===== src/rtl/tt_um_nasser_hadi_tff_arb_if.sv =====
// rtl/tt_um_nasser_hadi_tff_arb_if.sv - pin bundle for the round-robin shared-toggle arbiter
//
// Purpose: groups the enable, user I/O and bidirectional-pin signals of the
// arbiter so they travel as one port. clk and rst_n stay plain ports on the
// design.
//
// Signals:
//   ena      enable; all state holds while low
//   ui_in    [3:0] request lines, [5] freeze, [7] clear, [6,4] unused
//   uio_in   unused
//   uo_out   [0] Q, [4:1] grant one-hot pulse, [7:5] toggle count mod 8
//   uio_out  [3:0] pending, [4] busy, [5] overrun, [7:6] zero
//   uio_oe   constant 8'h3F
//
// Modports: master drives the inputs (bench / surrounding logic),
//           slave is the arbiter itself.

interface tt_um_nasser_hadi_tff_arb_if;
  logic       ena;
  logic [7:0] ui_in;
  logic [7:0] uio_in;
  logic [7:0] uo_out;
  logic [7:0] uio_out;
  logic [7:0] uio_oe;

  modport master (
    output ena,
    output ui_in,
    output uio_in,
    input  uo_out,
    input  uio_out,
    input  uio_oe
  );

  modport slave (
    input  ena,
    input  ui_in,
    input  uio_in,
    output uo_out,
    output uio_out,
    output uio_oe
  );
endinterface


===== src/rtl/tt_um_nasser_hadi_tff_arb.sv =====
// rtl/tt_um_nasser_hadi_tff_arb.sv - four-requester round-robin arbiter driving a shared toggle bit
//
// Purpose: four level request lines are edge-detected into per-requester
// pending bits. Each cycle a round-robin search over the registered pending
// bits picks at most one winner; a win pulses its grant bit, toggles the
// shared bit Q, bumps a 3-bit toggle count and moves the round-robin pointer
// to the winner. A second edge arriving while a request is still pending and
// not being granted coalesces into the existing request and sets a sticky
// overrun flag.
//
// Ports:
//   clk     clock, rising edge
//   rst_n   asynchronous active-low reset
//   io_bus  slave side of tt_um_nasser_hadi_tff_arb_if
//             ena      enable (holds every register when low)
//             ui_in    [3:0] req, [5] freeze, [7] clear
//             uo_out   {count[2:0], grant[3:0], Q}
//             uio_out  {2'b00, overrun, busy, pending[3:0]}
//             uio_oe   8'h3F

module tt_um_nasser_hadi_tff_arb (
  input  logic                          clk,
  input  logic                          rst_n,
  tt_um_nasser_hadi_tff_arb_if.slave    io_bus
);

  // Registered state
  logic [3:0] r_req_prev;
  logic [3:0] r_pending;
  logic [3:0] r_grant;
  logic       r_q;
  logic [2:0] r_count;
  logic       r_overrun;
  logic [1:0] r_ptr;

  // Combinational helpers
  logic [3:0] w_req;
  logic       w_freeze;
  logic       w_clear;
  logic [3:0] w_edge;
  logic       w_win_valid;
  logic [1:0] w_winner;
  logic [1:0] w_idx;
  logic       w_fire;
  logic [3:0] w_grant_oh;
  logic [3:0] w_pending_nxt;
  logic       w_overrun_hit;
  logic       w_busy;
  logic       w_unused;

  assign w_req    = io_bus.ui_in[3:0];
  assign w_freeze = io_bus.ui_in[5];
  assign w_clear  = io_bus.ui_in[7];

  // Pins that carry no function; folded together only so they are consumed.
  assign w_unused = &{1'b0, io_bus.uio_in, io_bus.ui_in[6], io_bus.ui_in[4]};

  // Rising-edge detect against the previous enabled sample.
  assign w_edge = w_req & ~r_req_prev;

  // Round-robin search: start one past the last winner and wrap, so the
  // previous winner is considered last. r_ptr resets to 3, giving requester 0
  // first priority out of reset.
  always_comb begin
    w_win_valid = 1'b0;
    w_winner    = r_ptr;
    w_idx       = r_ptr;
    for (int k = 1; k <= 4; k++) begin
      w_idx = r_ptr + 2'(k);
      if (!w_win_valid && r_pending[w_idx]) begin
        w_win_valid = 1'b1;
        w_winner    = w_idx;
      end
    end
  end

  // Freeze suppresses the grant but not request capture.
  assign w_fire     = w_win_valid & ~w_freeze;
  assign w_grant_oh = w_fire ? (4'b0001 << w_winner) : 4'b0000;

  // The granted bit is cleared before new edges are merged in, so an edge on
  // the requester being granted this cycle re-arms it instead of being lost.
  assign w_pending_nxt = (r_pending & ~w_grant_oh) | w_edge;

  // Overrun only when an edge lands on a request that survives this cycle.
  assign w_overrun_hit = |(w_edge & r_pending & ~w_grant_oh);

  always_ff @(posedge clk or negedge rst_n) begin
    if (!rst_n) begin
      r_req_prev <= 4'b0000;
      r_pending  <= 4'b0000;
      r_grant    <= 4'b0000;
      r_q        <= 1'b0;
      r_count    <= 3'd0;
      r_overrun  <= 1'b0;
      r_ptr      <= 2'd3;
    end else if (io_bus.ena) begin
      // History tracks the lines even under clear so a held line is not
      // mistaken for a fresh edge once clear drops.
      r_req_prev <= w_req;
      if (w_clear) begin
        r_pending <= 4'b0000;
        r_overrun <= 1'b0;
        r_count   <= 3'd0;
        r_grant   <= 4'b0000;
      end else begin
        r_pending <= w_pending_nxt;
        r_grant   <= w_grant_oh;
        if (w_overrun_hit) begin
          r_overrun <= 1'b1;
        end
        if (w_fire) begin
          r_q     <= ~r_q;
          r_count <= r_count + 3'd1;
          r_ptr   <= w_winner;
        end
      end
    end
  end

  assign w_busy = |r_pending;

  assign io_bus.uo_out  = {r_count, r_grant, r_q};
  assign io_bus.uio_out = {2'b00, r_overrun, w_busy, r_pending};
  assign io_bus.uio_oe  = 8'h3F;

endmodule


===== src/flat_wrapper.sv =====
// flat-port wrapper written by rule: the top's interface ports become plain ports
module tt_um_nasser_hadi_tff_arb_flat 
  (clk, rst_n, io_bus_ena, io_bus_ui_in, io_bus_uio_in, io_bus_uo_out, io_bus_uio_out, io_bus_uio_oe);
  tt_um_nasser_hadi_tff_arb_if io_bus_i ();
  input  logic clk;
  input  logic rst_n;
  input wire logic [$bits(io_bus_i.ena)-1:0] io_bus_ena;
  input wire logic [$bits(io_bus_i.ui_in)-1:0] io_bus_ui_in;
  input wire logic [$bits(io_bus_i.uio_in)-1:0] io_bus_uio_in;
  output wire logic [$bits(io_bus_i.uo_out)-1:0] io_bus_uo_out;
  output wire logic [$bits(io_bus_i.uio_out)-1:0] io_bus_uio_out;
  output wire logic [$bits(io_bus_i.uio_oe)-1:0] io_bus_uio_oe;
  assign io_bus_i.ena = io_bus_ena;
  assign io_bus_i.ui_in = io_bus_ui_in;
  assign io_bus_i.uio_in = io_bus_uio_in;
  assign io_bus_uo_out = io_bus_i.uo_out;
  assign io_bus_uio_out = io_bus_i.uio_out;
  assign io_bus_uio_oe = io_bus_i.uio_oe;
  tt_um_nasser_hadi_tff_arb u_core (.clk(clk), .rst_n(rst_n), .io_bus(io_bus_i));
endmodule

===== config.mk =====
export PLATFORM = sky130hd
export DESIGN_NAME = tt_um_nasser_hadi_tff_arb_flat
export DESIGN_NICKNAME = d
export VERILOG_FILES = /design/src/rtl/tt_um_nasser_hadi_tff_arb_if.sv /design/src/rtl/tt_um_nasser_hadi_tff_arb.sv /design/src/flat_wrapper.sv
export SDC_FILE = /design/constraint.sdc
export NUM_CORES = 1
export LEC_CHECK = 0
export CORE_MARGIN = 5
export CORE_UTILIZATION = 41
export CTS_BUF_LIST = sky130_fd_sc_hd__clkbuf_16
export DETAILED_ROUTE_END_ITERATION = 10
export GPL_ROUTABILITY_DRIVEN = 0
export PLACE_DENSITY = 0.86
export SKIP_CTS_REPAIR_TIMING = 1
export SYNTH_ARGS = -nofsm -noshare
export SYNTH_HDL_FRONTEND = slang
export SYNTH_SLANG_ARGS = --single-unit

===== constraint.sdc =====
create_clock -name clk -period 1.7 [get_ports clk]
set_clock_uncertainty 0.15 [all_clocks]
set_input_delay 0.17 -clock clk [delete_from_list [all_inputs] [get_ports clk]]
set_output_delay 0.17 -clock clk [all_outputs]
set_load 0.1 [all_outputs]

Yosys cells after proc, flatten, opt, wreduce, memory -nomap -nowiden
Cells that the tools add are included.
{"block": "op_classes", "addsub": 4, "order_cmp": 4, "shifts": 1, "n_mux": 23, "bitwise": 11, "n_reduce_logical": 13}
{"operator": "4-bit bitwise AND", "count": 4}
{"operator": "2-bit by 3-bit less-than comparator with 1-bit output, second input constant", "count": 4}
{"operator": "4-bit 2-to-1 mux", "count": 3}
{"operator": "1-bit 2-to-1 mux", "count": 10}
{"operator": "1-bit binary-select mux with 2-bit select", "count": 4}
{"operator": "2-bit 2-to-1 mux", "count": 4}
{"operator": "4-bit NOT", "count": 2}
{"operator": "4-bit OR reduction", "count": 2}
{"operator": "3-bit 2-to-1 mux", "count": 2}
{"operator": "2-bit adder, second input constant", "count": 2}
{"operator": "4-bit bitwise OR", "count": 1}
{"operator": "2-bit AND reduction", "count": 2}
{"operator": "2-bit nonzero test", "count": 2}
{"operator": "1-bit by 2-bit << shifter with 4-bit output, first input constant", "count": 1}
{"operator": "3-bit by 1-bit adder with 3-bit output, second input constant", "count": 1}
{"operator": "1-bit logical AND", "count": 3}
{"operator": "1-bit zero test", "count": 3}
{"operator": "1-bit NOT", "count": 3}
{"operator": "3-bit AND reduction", "count": 1}
{"operator": "2-bit by 1-bit adder with 2-bit output, second input constant", "count": 1}
{"operator": "1-bit bitwise AND", "count": 1}
{"block": "totals", "register_bits": 19, "word_cells": 63}

Longest topological paths before layout
Gate-level depths: netlist of the first run.
{"block": "depth", "word_depth": 20, "depth_mapped": 7, "ltp_nobuf": 5}

Least setup slack after synthesis of the first run
OpenSTA, ideal clock, no wires.
{"block": "synth_path", "kind": "register -> register", "startpoint": "register u_core.r_pending[0]", "endpoint": "register u_core.r_ptr[1]", "setup_ps": 60, "t_arrival_ps": 2123, "required_ps": 1490, "slack_ps": -633, "stages_incl_launch_ff": 7, "n_path_buf": 1, "synth_period_minus_slack_ps": 2333, "path_cell_list": "dfrtp_1 -> buf_2 -> nor2_1 -> a21oi_2 -> nand2_2 -> a2111oi_0 -> a21o_1"}
{"block": "synth_via", "elab_chain_cells": 14}
{"item": "start, declared", "line_no": "tt_um_nasser_hadi_tff_arb.sv:29", "rtl": "logic [3:0] r_pending;"}
{"item": "start signal, assigned", "line_no": "tt_um_nasser_hadi_tff_arb.sv:107", "rtl": "r_pending <= w_pending_nxt;"}
{"item": "1-bit binary-select mux with 2-bit select", "line_no": "tt_um_nasser_hadi_tff_arb.sv:70", "rtl": "if (!w_win_valid && r_pending[w_idx]) begin"}
{"item": "1-bit 2-to-1 mux (not written as such)", "line_no": "tt_um_nasser_hadi_tff_arb.sv:70"}
{"item": "1-bit 2-to-1 mux", "line_no": "tt_um_nasser_hadi_tff_arb.sv:70"}
{"item": "1-bit zero test", "line_no": "tt_um_nasser_hadi_tff_arb.sv:70"}
{"item": "1-bit logical AND", "line_no": "tt_um_nasser_hadi_tff_arb.sv:70"}
{"item": "1-bit 2-to-1 mux", "line_no": "tt_um_nasser_hadi_tff_arb.sv:70"}
{"item": "1-bit zero test", "line_no": "tt_um_nasser_hadi_tff_arb.sv:70"}
{"item": "1-bit logical AND", "line_no": "tt_um_nasser_hadi_tff_arb.sv:70"}
{"item": "1-bit 2-to-1 mux", "line_no": "tt_um_nasser_hadi_tff_arb.sv:70"}
{"item": "1-bit zero test", "line_no": "tt_um_nasser_hadi_tff_arb.sv:70"}
{"item": "1-bit logical AND", "line_no": "tt_um_nasser_hadi_tff_arb.sv:70"}
{"item": "1-bit 2-to-1 mux", "line_no": "tt_um_nasser_hadi_tff_arb.sv:70"}
{"item": "1-bit bitwise AND", "line_no": "tt_um_nasser_hadi_tff_arb.sv:78", "rtl": "assign w_fire = w_win_valid & ~w_freeze;"}
{"item": "3-bit AND reduction (no source line)"}
{"item": "end signal, assigned", "line_no": "tt_um_nasser_hadi_tff_arb.sv:115", "rtl": "r_ptr <= w_winner;"}
{"item": "end, declared", "line_no": "tt_um_nasser_hadi_tff_arb.sv:34", "rtl": "logic [1:0] r_ptr;"}
Parallel ways exist; a longest one is shown, timed or not. The select of a mux whose other input is x is not followed.
A chain may end at the register's enable or synchronous reset.

Worst setup path after layout of the first run
{"block": "layout_path", "startpoint": "register u_core.r_pending[0]", "endpoint": "register u_core.r_overrun"}
{"block": "layout_via", "elab_chain_cells": 19}
{"item": "1-bit binary-select mux with 2-bit select", "line_no": "tt_um_nasser_hadi_tff_arb.sv:70"}
{"item": "1-bit 2-to-1 mux (not written as such)", "line_no": "tt_um_nasser_hadi_tff_arb.sv:70"}
{"item": "1-bit 2-to-1 mux", "line_no": "tt_um_nasser_hadi_tff_arb.sv:70"}
{"item": "1-bit zero test", "line_no": "tt_um_nasser_hadi_tff_arb.sv:70"}
{"item": "1-bit logical AND", "line_no": "tt_um_nasser_hadi_tff_arb.sv:70"}
{"item": "1-bit 2-to-1 mux", "line_no": "tt_um_nasser_hadi_tff_arb.sv:70"}
{"item": "1-bit zero test", "line_no": "tt_um_nasser_hadi_tff_arb.sv:70"}
{"item": "1-bit logical AND", "line_no": "tt_um_nasser_hadi_tff_arb.sv:70"}
{"item": "[... 3 more ...]"}
{"item": "2-bit 2-to-1 mux or 1-bit 2-to-1 mux (tied branches)", "line_no": "tt_um_nasser_hadi_tff_arb.sv:70"}
{"item": "1-bit by 2-bit << shifter with 4-bit output or 1-bit bitwise AND (tied branches)", "line_no": "tt_um_nasser_hadi_tff_arb.sv:79, tt_um_nasser_hadi_tff_arb.sv:78"}
{"item": "4-bit 2-to-1 mux", "line_no": "tt_um_nasser_hadi_tff_arb.sv:79", "rtl": "assign w_grant_oh = w_fire ? (4'b0001 << w_winner) : 4'b0000;"}
{"item": "4-bit NOT", "line_no": "tt_um_nasser_hadi_tff_arb.sv:86", "rtl": "assign w_overrun_hit = |(w_edge & r_pending & ~w_grant_oh);"}
{"item": "4-bit bitwise AND *", "line_no": "tt_um_nasser_hadi_tff_arb.sv:86"}
{"item": "4-bit OR reduction *", "line_no": "tt_um_nasser_hadi_tff_arb.sv:86"}
{"item": "2-bit nonzero test (no source line) *"}
{"item": "2-bit AND reduction (no source line) *"}
{"item": "end signal, assigned", "line_no": "tt_um_nasser_hadi_tff_arb.sv:95", "rtl": "r_overrun <= 1'b0;"}
{"item": "end signal, assigned", "line_no": "tt_um_nasser_hadi_tff_arb.sv:103", "rtl": "r_overrun <= 1'b0;"}
{"item": "end signal, assigned", "line_no": "tt_um_nasser_hadi_tff_arb.sv:110", "rtl": "r_overrun <= 1'b1;"}
{"item": "end, declared", "line_no": "tt_um_nasser_hadi_tff_arb.sv:33", "rtl": "logic r_overrun;"}
Every way passes the cells marked *; elsewhere a longest branch is shown, timed or not. The select of a mux whose other input is x is not followed.

==> flow_summary.ini, run 1 <==
[synthesis]
syn_inst = 140
ys_seq_area_frac = 0.377
synth_top_area_share = 0.335
syn_avg_cell_area_um2 = 9.06
netlist_top_cells_count = dfrtp_1, buf_4, nand2_1
ys_types = 42
ys_ff_latch = 19
synth.largest_area_cell = dfrtp_1
yosys_most_used_dff = dfrtp_1
yosys_warnings = 0
syn_area_um2 = 1270
async_reset_ff_frac = 1.00
yosysMostFrequentCell = dfrtp_1
synth_edf_count = 0
netlist_top_cells_area = dfrtp_1, buf_4, o2bb2ai_1, dfstp_2, o21ai_0

[worst_setup_path]
required_ns = 1.68
start_kind = flop
cp-end-kind = flop
crit_arrival_ns = 1.82
path_max_fanout = 5
crit_type = flop to flop

[pwr]
power.static_leakage_nw = 0.799
combPwrFrac = 0.654
irDropWorstVdd_mv = 1.20
p_seq_frac = 0.214
clkPwrFrac = 0.132
power-per-cell-area_nw_per_um2 = 1920
p_switching_mw = 1.79
p_int_mw = 1.84
switching_share = 0.492

[die]
die-area_um2 = 4310
die_w_um = 65.6
core_um2 = 3000
placementRows = 20
ioPinCount = 43
start_util = 0.423
die_y_um = 65.6

[drt]
drtIter0Drc = 42
viasPerCell = 5.70
remaining_drc_errors = 0
wire_per_inst_um = 15.8
vias = 1185
ant_nets = 0
first_pass_iters = 4
finalWirelength_um = 3280

[sta]
finalSetupViolations = 4
fmax_mhz = 542
finalHoldViolations = 0
setup_ws_ns = -0.144
timing.setup.tns_ns = -0.335
rsz0062_at_grt = yes
min_period_over_period = 1.08
fin_crit_ns = 1.84
drv_slew = 0

[placement]
io_buffers = 22
dp_hpwl_um = 2390
placed_cell_area_um2 = 1740
place_ws_ns = -0.149
placed_cells = 203

[final_layout]
nNetsFinal = 196
fin_cells = 208
fin_area_um2 = 1890
multi_input_area_um2 = 706
n_antenna_cell = 0
syn_to_final_growth_pct = 48.9
drive_gt1_frac = 0.394
fin_util = 0.629
register_area_um2 = 495
nFillCells = 222

[clocking]
h-tree-depth = 1
cts_tree = yes
cts_buffers = 3
insertion_delay_ns = 0.25
clock_path_buffers = 2
clk_pin_slew_ns = 0.05
cts.sinks = 19
cts_root_buffer = clkbuf_16

[global_routing]
grt_usage = 0.156
grt_pass1_vias = 1135
grt_remaining_overflow = 0
grt_start_max_net_pins = 20
grt_pass1_wl_um = 5320
grt_antenna_before_repair = 0

[status]
violations = setup timing
status = complete, but fails checks

[min_path]
hp-class = input port to asynchronous set/reset pin

[flow_run]
drv_cap = 0
-- power by group through the flow --
stage	Sequential [mW]	Clock, mW	Combinational [mW]
finish	0.777	0.479	2.37
global route	0.796	0.511	2.49
CTS	0.769	0.487	2.23
detailed placement	0.774	0	2.22
global placement	0.761	0	2.17
floorplan	1.18	0	1.08
-- stage by stage --
stage / hold WS, ns / total power [mW]
after floorplan: -0.276 / 2.26
after global placement: 0.341 / 2.93
after detailed placement: 0.346 / 2.99
after CTS: 0.123 / 3.49
after global routing: 0.128 / 3.80
final: 0.109 / 3.63
-- final cells by class --
cell class / count / share of cell area
clock inverters: 1 / 0.00265
flip-flops and latches: 19 / 0.262
clock buffers: 3 / 0.0397
inverters: 5 / 0.00993
well taps: 33 / 0.0219
repair buffers: 46 / 0.290
multi-input cells: 101 / 0.374
-- worst paths after layout --
path	from	endpoint	slack, ns	cells after the start
max	u_core.r_pending[0]	u_core.r_overrun	-0.14	5
min	rst_n	u_core.r_count[2]	0.11	2
max reg2reg	u_core.r_pending[0]	u_core.r_overrun	-0.14	5
min reg2reg	u_core.r_req_prev[1]	u_core.r_req_prev[1]	0.36	1
max in group asynchronous	rst_n	u_core.r_ptr[0]	1.02	2
min in group clk	u_core.r_req_prev[1]	u_core.r_req_prev[1]	0.36	1
-- critical path: stages, from the launching register on --
cell       delay (ns)
dfrtp_4          0.50
or4b_4           0.52
o2111ai_2        0.10
a21boi_2         0.09
a221oi_2         0.27
a21oi_1          0.10
-- layer usage --
metal / share of wire / vias up / track usage
li1: - / 557 / -
met1: 0.40 / 559 / 0.188
met2: 0.51 / 59 / 0.279
met3: 0.065 / 10 / 0.0256
met4: 0.022 / 0 / 0.0466
met5: 0 / - / 0
-- placed cells by master, fill, tap and decap left out, drive strengths merged, types with 2 or more instances in the layout --
master	instances
mux2	4
a22oi	4
nor2b	6
nor2	8
a21oi	10
dfstp	2
o21ai	10
clkdlybuf4s50	8
buf	38
dfrtp	17
conb	10
o2bb2ai	8
nand2	12
inv	5
clkbuf	3
nor3	4
a31oi	3
-- kinds of logic after synthesis --
group,after synthesis,synth area share
fa+ha+maj,1,0.00986
xor+xnor,1,0.00690
buf+inv,28,0.134
simple gates,38,0.164
flops,19,0.377
mux,5,0.0434
other cells,2,0.00592
compound gates,46,0.259
-- sequential cells by signal, summed over array words and instances (netlist names) --
signal             count
u_core.r_q             1
u_core.r_overrun       1
u_core.r_pending       4
u_core.r_grant         4
u_core.r_count         3
u_core.r_req_prev      4
u_core.r_ptr           2
No activity file was read; power rests on OpenSTA's default activity.
==> run 2, diff against run 1 <==
--- a/config.mk
+++ b/config.mk
@@ -5,7 +5,8 @@
 export SDC_FILE = /design/constraint.sdc
 export NUM_CORES = 1
 export LEC_CHECK = 0
-export CORE_MARGIN = 5
+export ABC_AREA = 1
+export CORE_MARGIN = 2
 export CORE_UTILIZATION = 41
 export CTS_BUF_LIST = sky130_fd_sc_hd__clkbuf_16
 export DETAILED_ROUTE_END_ITERATION = 10
==> run 2 against run 1 <==
Effect of this change:
- the run still ends with setup timing left
- register-to-register slack got worse by 0.36 ns
- die area decreased by 16%
- cell count increased by 34%
- routed wire length increased by 18%
- combinational power increased by 10%
- sequential power decreased by 10%
- maximum frequency decreased by 16%
==> flow_summary.ini, run 2 <==
[placement]
io_buffers = 22
placed_cell_area_um2 = 1850
place_ws_ns = -0.431
placed_cells = 263
dp_hpwl_um = 2280

[synthesis]
netlist_top_cells_count = nand2_1, inv_1, dfrtp_1
yosys_warnings = 0
yosysMostFrequentCell = nand2_1
ys_ff_latch = 19
syn_avg_cell_area_um2 = 7.29
synth_top_area_share = 0.328
synth.largest_area_cell = dfrtp_1
netlist_top_cells_area = dfrtp_1, nand2_1, buf_4, nand2_2, inv_1
async_reset_ff_frac = 1.00
ys_types = 28
yosys_most_used_dff = dfrtp_1
ys_seq_area_frac = 0.368
synth_edf_count = 0
syn_area_um2 = 1300
syn_inst = 178

[final_layout]
multi_input_area_um2 = 762
fin_area_um2 = 2160
register_area_um2 = 495
nFillCells = 195
nNetsFinal = 256
fin_util = 0.714
syn_to_final_growth_pct = 66.7
drive_gt1_frac = 0.489
top_regs = u_core.r_grant: 4 flops, u_core.r_pending: 4 flops, u_core.r_req_prev: 4 flops
layout_commonest_cell = nand2_1
fin_cells = 279
n_antenna_cell = 0
layout_common_cells = nand2_1, buf_4, nand2_2

[worst_setup_path]
crit_type = flop to flop
path_common_cell = nand2_4
crit_arrival_ns = 2.19
r2r-end = u_core.r_grant[1]
regToRegStartpoint = u_core.r_ptr[0]
crit_path_start = u_core.r_ptr[0]
endpoint = u_core.r_grant[1]
start_kind = flop
cp-end-kind = flop
r2r_cells = 12
path_cells = clkinv_4, nand2_2, nand2_4, nand2_4, nand2_4, inv_2, nand3_4, nand3_1, nand2_2, buf_4, buf_4, a32o_1
cp_slowest_cell = dfstp_2
path_max_fanout = 7
slowest_delay_ns = 0.62
rrSetupSlack_ns = -0.51
required_ns = 1.69

[clocking]
h-tree-depth = 1
cts_root_buffer = clkbuf_16
insertion_delay_ns = 0.25
clk_pin_slew_ns = 0.06
cts_buffers = 3
cts_tree = yes
cts.sinks = 19
clock_path_buffers = 2

[drt]
viasPerCell = 4.93
ant_nets = 0
first_pass_iters = 4
wire_per_inst_um = 13.9
finalWirelength_um = 3870
drtIter0Drc = 59
vias = 1376
remaining_drc_errors = 0

[sta]
min_period_over_period = 1.30
fin_crit_ns = 2.21
rsz0062_at_grt = yes
setup_ws_ns = -0.506
drv_slew = 0
finalHoldViolations = 0
fmax_mhz = 453
finalSetupViolations = 14

[die]
placementRows = 20
ioPinCount = 43
start_util = 0.429
die_y_um = 60.3
die-area_um2 = 3630
die_w_um = 60.3
core_um2 = 3030

[status]
violations = setup timing
status = complete, but fails checks

[global_routing]
grt_start_max_net_pins = 20
grt_pass1_wl_um = 5320
grt_pass1_vias = 1233
grt_usage = 0.195
grt_antenna_before_repair = 0
grt_remaining_overflow = 0

[pwr]
power.static_leakage_nw = 1.06
design_power_total_mw = 3.80
irDropWorstVdd_mv = 1.66
power-per-cell-area_nw_per_um2 = 1760

[flow_run]
drv_cap = 0

[min_path]
hp-class = input port to asynchronous set/reset pin
==> run 2: how the worst min path moves through the flow <==
stage	depth (start not counted)	slack, ns	end	start
after floorplan	0	-0.28	u_core.r_count[0]	rst_n
after global placement	2	0.35	u_core.r_req_prev[1]	u_core.r_req_prev[1]
after detailed placement	2	0.36	u_core.r_req_prev[1]	u_core.r_req_prev[1]
after CTS	2	0.12	u_core.r_req_prev[0]	rst_n
after global routing	2	0.15	u_core.r_req_prev[0]	rst_n
final	2	0.11	u_core.r_req_prev[0]	rst_n
==> run 2: kinds of logic (layout without fill, tap and decap cells) <==
group                    count (synthesis)  count (layout)  share of synthesized area
XOR/XNOR                                 2               2                     0.0135
AO/OA/AOI/OAI                           26              26                      0.119
flip-flops                              19              19                      0.368
adder cells (fa/ha/maj)                  1               1                    0.00964
multiplexers                             1               1                    0.00771
AND/OR/NAND/NOR                         89              89                      0.315
buffers and inverters                   38              87                      0.161
other                                    2              10                    0.00579
==> run 2: stage by stage <==
stage          TNS (ns)  hold slack (ns)
2_1_floorplan    -0.838           -0.276
3_3_place_gp      -2.46            0.353
3_5_place_dp      -3.33            0.363
4_1_cts           -3.99            0.119
5_1_grt           -5.76            0.154
6_report          -4.28            0.106
==> run 2: report_power, final <==
part           switching, mW  leakage (nW)  total, mW  internal, mW
combinational           1.56         0.783       2.61          1.05
clock                  0.175        0.0409      0.491         0.316
sequential             0.134         0.234      0.699         0.566
==> run 2: layout make-up <==
class | count | share of cell area
Clock inverter | 1 | 0.00231
Sequential cell | 19 | 0.229
Clock buffer | 3 | 0.0347
Timing Repair Buffer | 61 | 0.312
Multi-Input combinational cell | 129 | 0.352
Tap cell | 44 | 0.0254
Inverter | 22 | 0.0440
==> run 2: worst max-delay path: cells and delay by family, from the launching register on <==
| kind | cells | cell delay, ns |
|---|---|---|
| AO/OA/AOI/OAI | 1 | 0.21 |
| buffers and inverters | 4 | 0.46 |
| flip-flops | 1 | 0.62 |
| AND/OR/NAND/NOR | 7 | 0.66 |
==> run 2: routing by layer <==
| metal | global-route usage | wire, um | share of wire | vias to the layer above |
|---|---|---|---|---|
| met5 | 0 | 0 | 0 | - |
| met4 | 0.108 | 154 | 0.040 | 0 |
| met3 | 0.0325 | 186 | 0.048 | 14 |
| met2 | 0.303 | 1960 | 0.51 | 60 |
| met1 | 0.256 | 1560 | 0.40 | 653 |
| li1 | - | - | - | 649 |
==> run 3, diff against run 2 <==
--- a/config.mk
+++ b/config.mk
@@ -6,7 +6,6 @@
 export NUM_CORES = 1
 export LEC_CHECK = 0
 export ABC_AREA = 1
-export CORE_MARGIN = 2
 export CORE_UTILIZATION = 41
 export CTS_BUF_LIST = sky130_fd_sc_hd__clkbuf_16
 export DETAILED_ROUTE_END_ITERATION = 10
==> run 3 against run 2 <==
Effect of this change:
- the run still ends with setup timing left
- largest cell class unchanged
- critical path type unchanged
- sequential power fell by 1%
- combinational power down 3%
- via count unchanged
- worst setup slack worse by 0.070 ns
- die area decreased by 6.5%
==> flow_summary.ini, run 3 (synthesized netlist as in run 2, its figures left out) <==
[worst_setup_path]
cp_slowest_cell = dfstp_2
required_ns = 1.67
crit_arrival_ns = 2.25
path_cells = inv_4, nand2_2, nand2_4, nand2_4, nand2_8, inv_4, nand3_4, inv_2, nand2_2, nand2_2, nand3_1, a21boi_1, o22ai_1
cpLargestDelayFamily = simple AND/OR/NAND/NOR gates
path_common_cell = nand2_2
crit_type = flop to flop
worst-path-buf-inv = 3
cp-end-kind = flop
start_kind = flop
slowest_delay_ns = 0.62
path_max_fanout = 7

[final_layout]
layout_commonest_cell = nand2_1
layout_common_cells = nand2_1, buf_4, nand2_2
nNetsFinal = 254
fin_util = 0.699
n_antenna_cell = 0
top_regs = u_core.r_grant: 4 flops, u_core.r_pending: 4 flops, u_core.r_req_prev: 4 flops
nFillCells = 191
drive_gt1_frac = 0.446
syn_to_final_growth_pct = 63.2
fin_cells = 277

[global_routing]
grt_pass1_vias = 1196
grt_remaining_overflow = 0
grt_antenna_before_repair = 0
grt_pass1_wl_um = 5400
grt_start_max_net_pins = 20
grt_usage = 0.207

[flow_run]
drv_cap = 0

[clocking]
cts_tree = yes
clock_path_buffers = 2
h-tree-depth = 1
insertion_delay_ns = 0.26
clk_pin_slew_ns = 0.06
cts_root_buffer = clkbuf_16
cts.sinks = 19
cts_buffers = 3

[die]
core_um2 = 3030
die-area_um2 = 3390
die_y_um = 58.3
die_w_um = 58.3
start_util = 0.429
placementRows = 20
ioPinCount = 43

[sta]
finalSetupViolations = 16
min_period_over_period = 1.34
holdWs_ns = 0.0869
fin_crit_ns = 2.28
fmax_mhz = 439
finalHoldViolations = 0
setup_ws_ns = -0.576
rsz0062_at_grt = yes
drv_slew = 0

[drt]
vias = 1376
viasPerCell = 4.97
first_pass_iters = 4
remaining_drc_errors = 0
finalWirelength_um = 3800
wire_per_inst_um = 13.7
drtIter0Drc = 58
ant_nets = 0

[pwr]
design_power_total_mw = 3.71
power-per-cell-area_nw_per_um2 = 1750
power.static_leakage_nw = 1.04
p_seq_frac = 0.187
combPwrFrac = 0.679
irDropWorstVdd_mv = 1.61
switching_share = 0.492
p_switching_mw = 1.82
clkPwrFrac = 0.134
p_int_mw = 1.88

[status]
status = complete, but fails checks
violations = setup timing

[placement]
dp_hpwl_um = 2350
io_buffers = 22
place_ws_ns = -0.421
placed_cells = 265

[min_path]
hp-class = input port to asynchronous set/reset pin
-- run 3: layout make-up --
| cell class | instances | area [um^2] | share of cell area |
|---|---|---|---|
| Clock buffer | 3 | 75.1 | 0.0355 |
| Clock inverter | 1 | 5.00 | 0.00236 |
| Inverter | 22 | 90.1 | 0.0426 |
| Multi-Input combinational cell | 129 | 732 | 0.346 |
| Sequential cell | 19 | 495 | 0.234 |
| Tap cell | 44 | 55.1 | 0.0260 |
| Timing Repair Buffer | 59 | 664 | 0.314 |
-- run 3: path summary, 6_finish.rpt --
kind	slack [ns]	startpoint	depth (start not counted)	to
worst max-delay path	-0.58	u_core.r_ptr[0]	13	u_core.r_pending[1]
worst min-delay path	0.09	rst_n	2	u_core.r_req_prev[2]
worst max register to register	-0.58	u_core.r_ptr[0]	13	u_core.r_pending[1]
worst min register to register	0.38	u_core.r_req_prev[1]	2	u_core.r_req_prev[1]
max in group asynchronous	1.04	rst_n	2	u_core.r_ptr[1]
min in group clk	0.35	io_bus_ui_in[2]	3	u_core.r_req_prev[2]
-- run 3: worst reg2reg max path, stage by stage, from the launching register on --
cell and delay, ns:
dfstp_2 0.62, inv_4 0.08, nand2_2 0.08, nand2_4 0.07, nand2_4 0.11, nand2_8 0.07, inv_4 0.07, nand3_4 0.12
inv_2 0.09, nand2_2 0.05, nand2_2 0.11, nand3_1 0.13, a21boi_1 0.23, o22ai_1 0.14
-- run 3: power by group through the flow --
stage	combinational, mW	clock (mW)	sequential, mW
4_1_cts	2.10	0.490	0.689
3_5_place_dp	2.08	0	0.695
6_report	2.52	0.498	0.692
5_1_grt	2.65	0.506	0.705
3_3_place_gp	2.05	0	0.691
2_1_floorplan	1.14	0	0.897
-- run 3: routing by layer --
layer	GRT usage	share of wire	wire length, um
met1	0.270	0.41	1550
met2	0.350	0.51	1950
met3	0.0246	0.042	158
met4	0.0816	0.036	135
met5	0	0	0
-- run 3: stage by stage --
stage,TNS (ns),instance area [um^2]
floorplan,-0.838,1350
global placement,-2.46,1860
detailed placement,-3.27,1860
CTS,-4.01,1940
global route,-6.15,2120
finish,-4.80,2120
